$ cat src/rtl/add_disp_seq.sv
// add_disp_seq: sequential front end for the 4-bit sum/carry display mux.
//
// A start press latches operands A and B. The block then computes a registered
// 4-bit sum with carry-out and alternates Sel between showing the sum (Sel=1)
// and the carry (Sel=0). Each display phase lasts DWELL_CYCLES clocks.
//
// Ports
//   clk    in   system clock, rising edge
//   rst_n  in   asynchronous active-low reset
//   A, B   in   4-bit operands, sampled only in CAPTURE
//   start  in   asynchronous start button, active-high
//   S      out  registered sum
//   Cout   out  registered carry-out
//   Sel    out  display select (1 = S, 0 = Cout)
//   valid  out  high while S/Cout hold a completed result
//
// Optional feature: define ADD_DISP_SEQ_DEBOUNCE_EN to insert a debounce
// counter of DEBOUNCE_CYCLES between the start synchroniser and the edge
// detector. The feature is absent by default.
//
// state        | meaning
// -------------+-----------------------------------------------
// ST_IDLE      | after reset, waiting for the first press
// ST_CAPTURE   | latch A/B, drop valid
// ST_ADD       | register the sum and carry, start the dwell
// ST_SHOW_SUM  | Sel=1, count the dwell
// ST_SHOW_COUT | Sel=0, count the dwell

module add_disp_seq #(
    parameter int unsigned DWELL_CYCLES    = 50000000,
    parameter int unsigned DEBOUNCE_CYCLES = 1000000
) (
    input  logic       clk,
    input  logic       rst_n,
    input  logic [3:0] A,
    input  logic [3:0] B,
    input  logic       start,
    output logic [3:0] S,
    output logic       Cout,
    output logic       Sel,
    output logic       valid
);

    localparam int unsigned CNT_W = $clog2(DWELL_CYCLES) + 1;
    localparam logic [CNT_W-1:0] CNT_TC = CNT_W'(DWELL_CYCLES - 1);

    typedef enum logic [2:0] {
        ST_IDLE,
        ST_CAPTURE,
        ST_ADD,
        ST_SHOW_SUM,
        ST_SHOW_COUT
    } state_e;

    state_e state_q, state_d;

    logic sync1_q, sync2_q;
    logic start_lvl;
    logic edge_q;
    logic start_pulse;

    logic [3:0]       a_q, a_d, b_q, b_d;
    logic [3:0]       s_q, s_d;
    logic             cout_q, cout_d;
    logic             sel_q, sel_d;
    logic             valid_q, valid_d;
    logic [CNT_W-1:0] cnt_q, cnt_d;
    logic [4:0]       sum;
    logic             dwell_tc;

    always_ff @(posedge clk or negedge rst_n) begin
        if (!rst_n) begin
            sync1_q <= 1'b0;
            sync2_q <= 1'b0;
        end else begin
            sync1_q <= start;
            sync2_q <= sync1_q;
        end
    end

`ifdef ADD_DISP_SEQ_DEBOUNCE_EN
    localparam int unsigned DB_W = $clog2(DEBOUNCE_CYCLES) + 1;
    localparam logic [DB_W-1:0] DB_TC = DB_W'(DEBOUNCE_CYCLES - 1);

    logic [DB_W-1:0] db_cnt_q;
    logic            db_lvl_q;

    // Counts consecutive cycles where the synchronised input disagrees with the
    // debounced level. Any agreeing cycle clears the count.
    always_ff @(posedge clk or negedge rst_n) begin
        if (!rst_n) begin
            db_cnt_q <= '0;
            db_lvl_q <= 1'b0;
        end else if (sync2_q == db_lvl_q) begin
            db_cnt_q <= '0;
        end else if (db_cnt_q == DB_TC) begin
            db_cnt_q <= '0;
            db_lvl_q <= sync2_q;
        end else begin
            db_cnt_q <= db_cnt_q + DB_W'(1);
        end
    end

    assign start_lvl = db_lvl_q;
`else
    localparam int unsigned unused_debounce_cycles = DEBOUNCE_CYCLES;

    assign start_lvl = sync2_q;
`endif

    always_ff @(posedge clk or negedge rst_n) begin
        if (!rst_n) begin
            edge_q <= 1'b0;
        end else begin
            edge_q <= start_lvl;
        end
    end

    assign start_pulse = start_lvl & ~edge_q;

    assign sum      = {1'b0, a_q} + {1'b0, b_q};
    assign dwell_tc = (cnt_q == CNT_TC);

    always_ff @(posedge clk or negedge rst_n) begin
        if (!rst_n) begin
            state_q <= ST_IDLE;
        end else begin
            state_q <= state_d;
        end
    end

    // A press during a display phase outranks the dwell terminal count.
    // A press during CAPTURE or ADD is dropped.
    always_comb begin
        state_d = state_q;
        unique case (state_q)
            ST_IDLE:      if (start_pulse) state_d = ST_CAPTURE;
            ST_CAPTURE:   state_d = ST_ADD;
            ST_ADD:       state_d = ST_SHOW_SUM;
            ST_SHOW_SUM:  if (start_pulse) state_d = ST_CAPTURE;
                          else if (dwell_tc) state_d = ST_SHOW_COUT;
            ST_SHOW_COUT: if (start_pulse) state_d = ST_CAPTURE;
                          else if (dwell_tc) state_d = ST_SHOW_SUM;
            default:      state_d = ST_IDLE;
        endcase
    end

    always_comb begin
        a_d     = a_q;
        b_d     = b_q;
        s_d     = s_q;
        cout_d  = cout_q;
        sel_d   = sel_q;
        valid_d = valid_q;
        cnt_d   = cnt_q;
        unique case (state_q)
            ST_CAPTURE: begin
                a_d     = A;
                b_d     = B;
                valid_d = 1'b0;
            end
            ST_ADD: begin
                s_d     = sum[3:0];
                cout_d  = sum[4];
                valid_d = 1'b1;
                sel_d   = 1'b1;
                cnt_d   = '0;
            end
            ST_SHOW_SUM, ST_SHOW_COUT: begin
                if (!start_pulse) begin
                    if (dwell_tc) begin
                        cnt_d = '0;
                        sel_d = (state_q == ST_SHOW_COUT);
                    end else begin
                        cnt_d = cnt_q + CNT_W'(1);
                    end
                end
            end
            default: ;
        endcase
    end

    always_ff @(posedge clk or negedge rst_n) begin
        if (!rst_n) begin
            a_q     <= '0;
            b_q     <= '0;
            s_q     <= '0;
            cout_q  <= 1'b0;
            sel_q   <= 1'b1;
            valid_q <= 1'b0;
            cnt_q   <= '0;
        end else begin
            a_q     <= a_d;
            b_q     <= b_d;
            s_q     <= s_d;
            cout_q  <= cout_d;
            sel_q   <= sel_d;
            valid_q <= valid_d;
            cnt_q   <= cnt_d;
        end
    end

    assign S     = s_q;
    assign Cout  = cout_q;
    assign Sel   = sel_q;
    assign valid = valid_q;

endmodule

$ cat config.mk
export PLATFORM = sky130hd
export DESIGN_NAME = add_disp_seq
export DESIGN_NICKNAME = d
export VERILOG_FILES = /design/src/rtl/add_disp_seq.sv
export SDC_FILE = /design/constraint.sdc
export NUM_CORES = 1
export LEC_CHECK = 0
export CAP_MARGIN = 20
export CELL_PAD_IN_SITES_DETAIL_PLACEMENT = 0
export CELL_PAD_IN_SITES_GLOBAL_PLACEMENT = 1
export CORE_MARGIN = 5
export CORE_UTILIZATION = 49
export DETAILED_ROUTE_END_ITERATION = 6
export GPL_ROUTABILITY_DRIVEN = 0
export GPL_TIMING_DRIVEN = 0
export PLACE_DENSITY_LB_ADDON = 0.12
export SLEW_MARGIN = 15
export SYNTH_ARGS = -nofsm -noshare
export SYNTH_HDL_FRONTEND = slang
export SYNTH_SLANG_ARGS = --single-unit
$ cat constraint.sdc
create_clock -name clk -period 3.55 [get_ports clk]
set_input_delay 0.355 -clock clk [delete_from_list [all_inputs] [get_ports clk]]
set_output_delay 0.355 -clock clk [all_outputs]
set_load 0.02 [all_outputs]
# Word-level counts from Yosys, hierarchy flattened
# Index checks and enable logic that the tools add are counted.
[word_totals]
wordCells = 45
input_bits = 11
reg_bits = 48
output_inout_bits = 7
[op_classes]
reduce_logical = 7
n_eq_ne = 10
n_addsub = 2
mux = 13
bitwise = 2
[op_table]
columns = ["cell", "count"]
rows = [
  ["27-bit two-way mux", 2],
  ["27-bit one-hot mux with 2 select lines", 1],
  ["27-bit by 1-bit adder with 27-bit output, second input constant", 1],
  ["27-bit by 26-bit == test with 1-bit output, second input constant", 1],
  ["3-bit two-way mux", 5],
  ["3-bit one-hot mux with 5 select lines", 1],
  ["3-bit by 2-bit == test with 1-bit output, second input constant", 2],
  ["2-bit inequality test, second input constant", 3],
  ["3-bit inequality test, second input constant", 2],
  ["3-bit AND reduction", 2],
  ["4-bit by 4-bit adder with 5-bit output", 1],
  ["1-bit one-hot mux with 2 select lines", 2],
  ["2-bit nonzero test", 2],
  ["3-bit by 1-bit == test with 1-bit output, second input constant", 1],
  ["3-bit == test, second input constant", 1],
  ["3-bit logical NOT", 1],
  ["1-bit two-way mux", 2],
  ["2-bit AND reduction", 1],
  ["2-bit OR reduction", 1],
  ["1-bit bitwise AND", 1],
  ["1-bit inverter", 1],
]

# Longest topological paths before layout
[depth]
depth_word = 4
ltp_mapped = 8
ltp_nobuf = 6

# Worst setup path before layout
# OpenSTA, ideal clock, no wires.
[synth_timing]
kind = "reg-to-reg"
from = "register cnt_q[16]"
to = "register cnt_q[21]"
n_path_buf = 2
required_time_ps = 3431
arrival_ps = 2142
period_less_slack_ps = 2261
path_slack_ps = 1289
path_stages_with_launch = 8
setup_time_ps = 119
path_cell_list = "dfrtp_1 > or4b_1 > or4_4 > o31ai_2 > a21o_1 > buf_6 > buf_8 > nor2_1"
[synth_via]
elab_chain_len = 4
elab_cells_between_ends = 5
cone_classes = "add/sub: 1; eq/ne: 1; mux: 3"
[synth_lines]
columns = ["item", "line", "source"]
rows = [
  ["start, declared", "67", "logic [CNT_W-1:0] cnt_q, cnt_d;"],
  ["start signal, assigned", "199", "cnt_q <= cnt_d;"],
  ["27-bit by 1-bit adder with 27-bit output / 27-bit by 26-bit == test with 1-bit output (equally long branches)", "175, 122", ""],
  ["27-bit two-way mux *", "171", "if (dwell_tc) begin"],
  ["27-bit two-way mux *", "170", "if (!start_pulse) begin"],
  ["27-bit one-hot mux with 2 select lines *", "156", "unique case (state_q)"],
]
# Mark *: on every way between the ends. The rest lies on a longest branch, timed or not. The select of a mux whose other input is x is not followed.
# A chain may end at the register's enable or synchronous reset.

# Worst setup path in the final report
[layout_timing]
from = "register cnt_q[0]"
to = "register cnt_q[22]"
# Same word-level chain as after synthesis.

==> results.json <==
{
  "ys.flop_type": "dfrtp_1",
  "regArea_mm2": 0.00120,
  "area_delta_synth_final_pct": 14.3,
  "synth.avg_cell_area_um2": 10.2,
  "grt-ovfl-total": 0,
  "nNetsFinal": 288,
  "crit_chain": "ha_1 > nand3_1 > nor4_1 > nand3_1 > or4_1 > a21oi_1",
  "cp_slowest_cell": "nor4_1",
  "h-tree-depth": 2,
  "synth_most_common_cell": "dfrtp_1",
  "wl_per_cell_um": 15.0,
  "period_needed_ps": 2700,
  "maxSlewViolCount": 0,
  "die_w_um": 81.5,
  "final_antenna_net_count": 0,
  "syn_area_mm2": 0.00250,
  "synth_seq_cells": 48,
  "n_fill_cell": 465,
  "fin_skew_ps": 5.13,
  "power.leakage_nw": 1.19,
  "cp_slowest_stage_delay_ps": 680,
  "cap_violations": 0,
  "synthTopCellsByCount": "dfrtp_1 (47), nor2_1 (28), nand2_1 (23)",
  "antenna_found_initial": 0,
  "post_cts_buffers": 0,
  "die_area_mm2": 0.00664,
  "drt-total-wl_um": 5130,
  "drc_errors": 0,
  "via_per_inst": 5.59,
  "path_class": "flop to flop",
  "coreArea_mm2": 0.00504,
  "postCtsHoldBufs": 0,
  "layout-drive-gt1-share": 0.121,
  "grt_pass1_wl_um": 9130,
  "multi_input_area_mm2": 0.00124,
  "antenna_cells": 0,
  "hold_path_class": "primary input to async pin",
  "grt_pass1_vias": 1912,
  "worst_setup_path_end_kind": "flop",
  "clock_latency_ps": 290,
  "track_usage": 0.179,
  "ios": 18,
  "yosys.area.top_type": "dfrtp_1",
  "ys_types": 47,
  "grt_start_max_net_pins": 29,
  "vdd_drop_max_mv": 0.332,
  "fmax_mhz": 370,
  "cp_max_fo": 7,
  "cts_tree": "built",
  "period_share": 0.762,
  "max_slew_margin": 0.505,
  "fin_tns_setup_ps": 0,
  "yosys-top-cells-area": "dfrtp_1 (47%), nor2_1 (4.2%), mux2_2 (3.6%)",
  "clockBufferDepth": 2,
  "root_buffer": "clkbuf_8",
  "grt_setup_unrepaired": "no",
  "ys_warn_count": 0,
  "hpwl_um": 3790,
  "fin_worst_hold_slack_ps": 14.9,
  "powerDensity_mw_per_mm2": 490,
  "crit_arrival_ps": 2920,
  "synth_edf_count": 0,
  "hold_viol": 0,
  "clock-sinks": 48,
  "critPathLaunchType": "flop",
  "numPortBuffers": 17,
  "path_buf_inv": 0,
  "die_y_um": 81.5,
  "critPathRequiredTime_ps": 3770,
  "numCtsBuffers": 5,
  "start_util": 0.496,
  "vias": 1912,
  "synth_top_area_frac": 0.470,
  "outcome": "complete, no violations",
  "finalSetupViolations": 0,
  "async_reset_ff_frac": 1.00,
  "firstDrtPassIters": 4,
  "synth_nets": 262,
  "critical_path.top_delay_family": "simple AND/OR/NAND/NOR gates",
  "drtIter0Drc": 67,
  "cp_common_cell": "nand3_1",
  "ctsResizeCount": 0,
  "syn_inst": 245,
  "ys_seq_area_frac": 0.481,
  "tightest_slew_ps": 736,
  "rows": 26,
  "clk_pin_slew_ps": 80
}
[sequential cells by signal, summed over array words and instances (netlist names), 3 cells and up]
signal,count
cnt_q,27
state_q,3
S,4
b_q,4
a_q,4
[metrics by stage]
stage                     utilization  power (W)  setup slack [ps]  std cells  area [µm²]
after floorplan                     -   0.000956              1290        245        2500
after global placement          0.547    0.00110               714        332        2760
after detailed placement        0.551    0.00111               855        334        2780
after CTS                       0.567    0.00142               831        342        2860
after global routing            0.567    0.00151               491        342        2860
final                           0.567    0.00140               845        342        2860
[area by class of cell]
class | instances | share of cell area
Clock buffer | 7 | 0.0267
Timing Repair Buffer | 19 | 0.0665
Inverter | 2 | 0.00262
Multi-Input combinational cell | 187 | 0.433
Clock inverter | 1 | 0.00175
Buffer | 8 | 0.0188
Tap cell | 70 | 0.0306
Sequential cell | 48 | 0.420
[worst reg2reg max path, stage by stage, from the launching register on]
cell and delay (ps):
dfrtp_1 400, ha_1 220, nand3_1 250, nor4_1 680, nand3_1 380, or4_1 540
a21oi_1 150
[metal layers]
layer | GRT usage | vias to the layer above | wire length, µm
met3 | 0.0384 | 6 | 215
li1 | - | 939 | -
met2 | 0.282 | 32 | 2400
met1 | 0.248 | 935 | 2460
met5 | 0 | - | 0
met4 | 0.0524 | 0 | 55
[final timing paths]
path	to	slack, ps	cells after the start	from
worst min register to register	start_lvl$_DFF_PN0_	370	0	sync1_q$_DFF_PN0_
max in group asynchronous	Sel$_DFFE_PN1P_	2960	2	rst_n
worst max register to register	cnt_q[22]$_DFFE_PN0P_	850	6	cnt_q[0]$_DFFE_PN0P_
min in group clk	start_lvl$_DFF_PN0_	370	0	sync1_q$_DFF_PN0_
worst max-delay path	cnt_q[22]$_DFFE_PN0P_	850	6	cnt_q[0]$_DFFE_PN0P_
worst min-delay path	state_q[0]$_DFFE_PN0P_	10	1	rst_n
[layout by cell type, fill, tap and decap left out, drive strengths merged, types with 9 or more instances in the layout]
cell type | Yosys | final
a21oi | 10 | 10
buf | 6 | 9
clkbuf | 2 | 9
clkdlybuf4s50 | 0 | 16
dfrtp | 47 | 47
nand2 | 23 | 23
nand3 | 13 | 13
nand4 | 9 | 9
nor2 | 28 | 28
o21ai | 11 | 11
xor2 | 10 | 10
[kinds of logic (layout without fill, tap and decap cells)]
logic type	count (synthesis)	after routing	synth area share
xor gates and xnor gates	16	16	0.0560
AOI/OAI and AO/OA	44	44	0.124
DFF	48	48	0.481
buffers and inverters	10	37	0.0245
and+or+nand+nor	112	112	0.242
muxes	9	9	0.0400
adders and majority gates	6	6	0.0330
[where the power goes]
group          switching [W]  total [W]  internal, W
registers          0.0000600   0.000689     0.000629
clock network       0.000169   0.000308     0.000138
logic               0.000210   0.000405     0.000196
total               0.000439    0.00140     0.000963
Note: power is estimated with default switching activity, not from simulation.
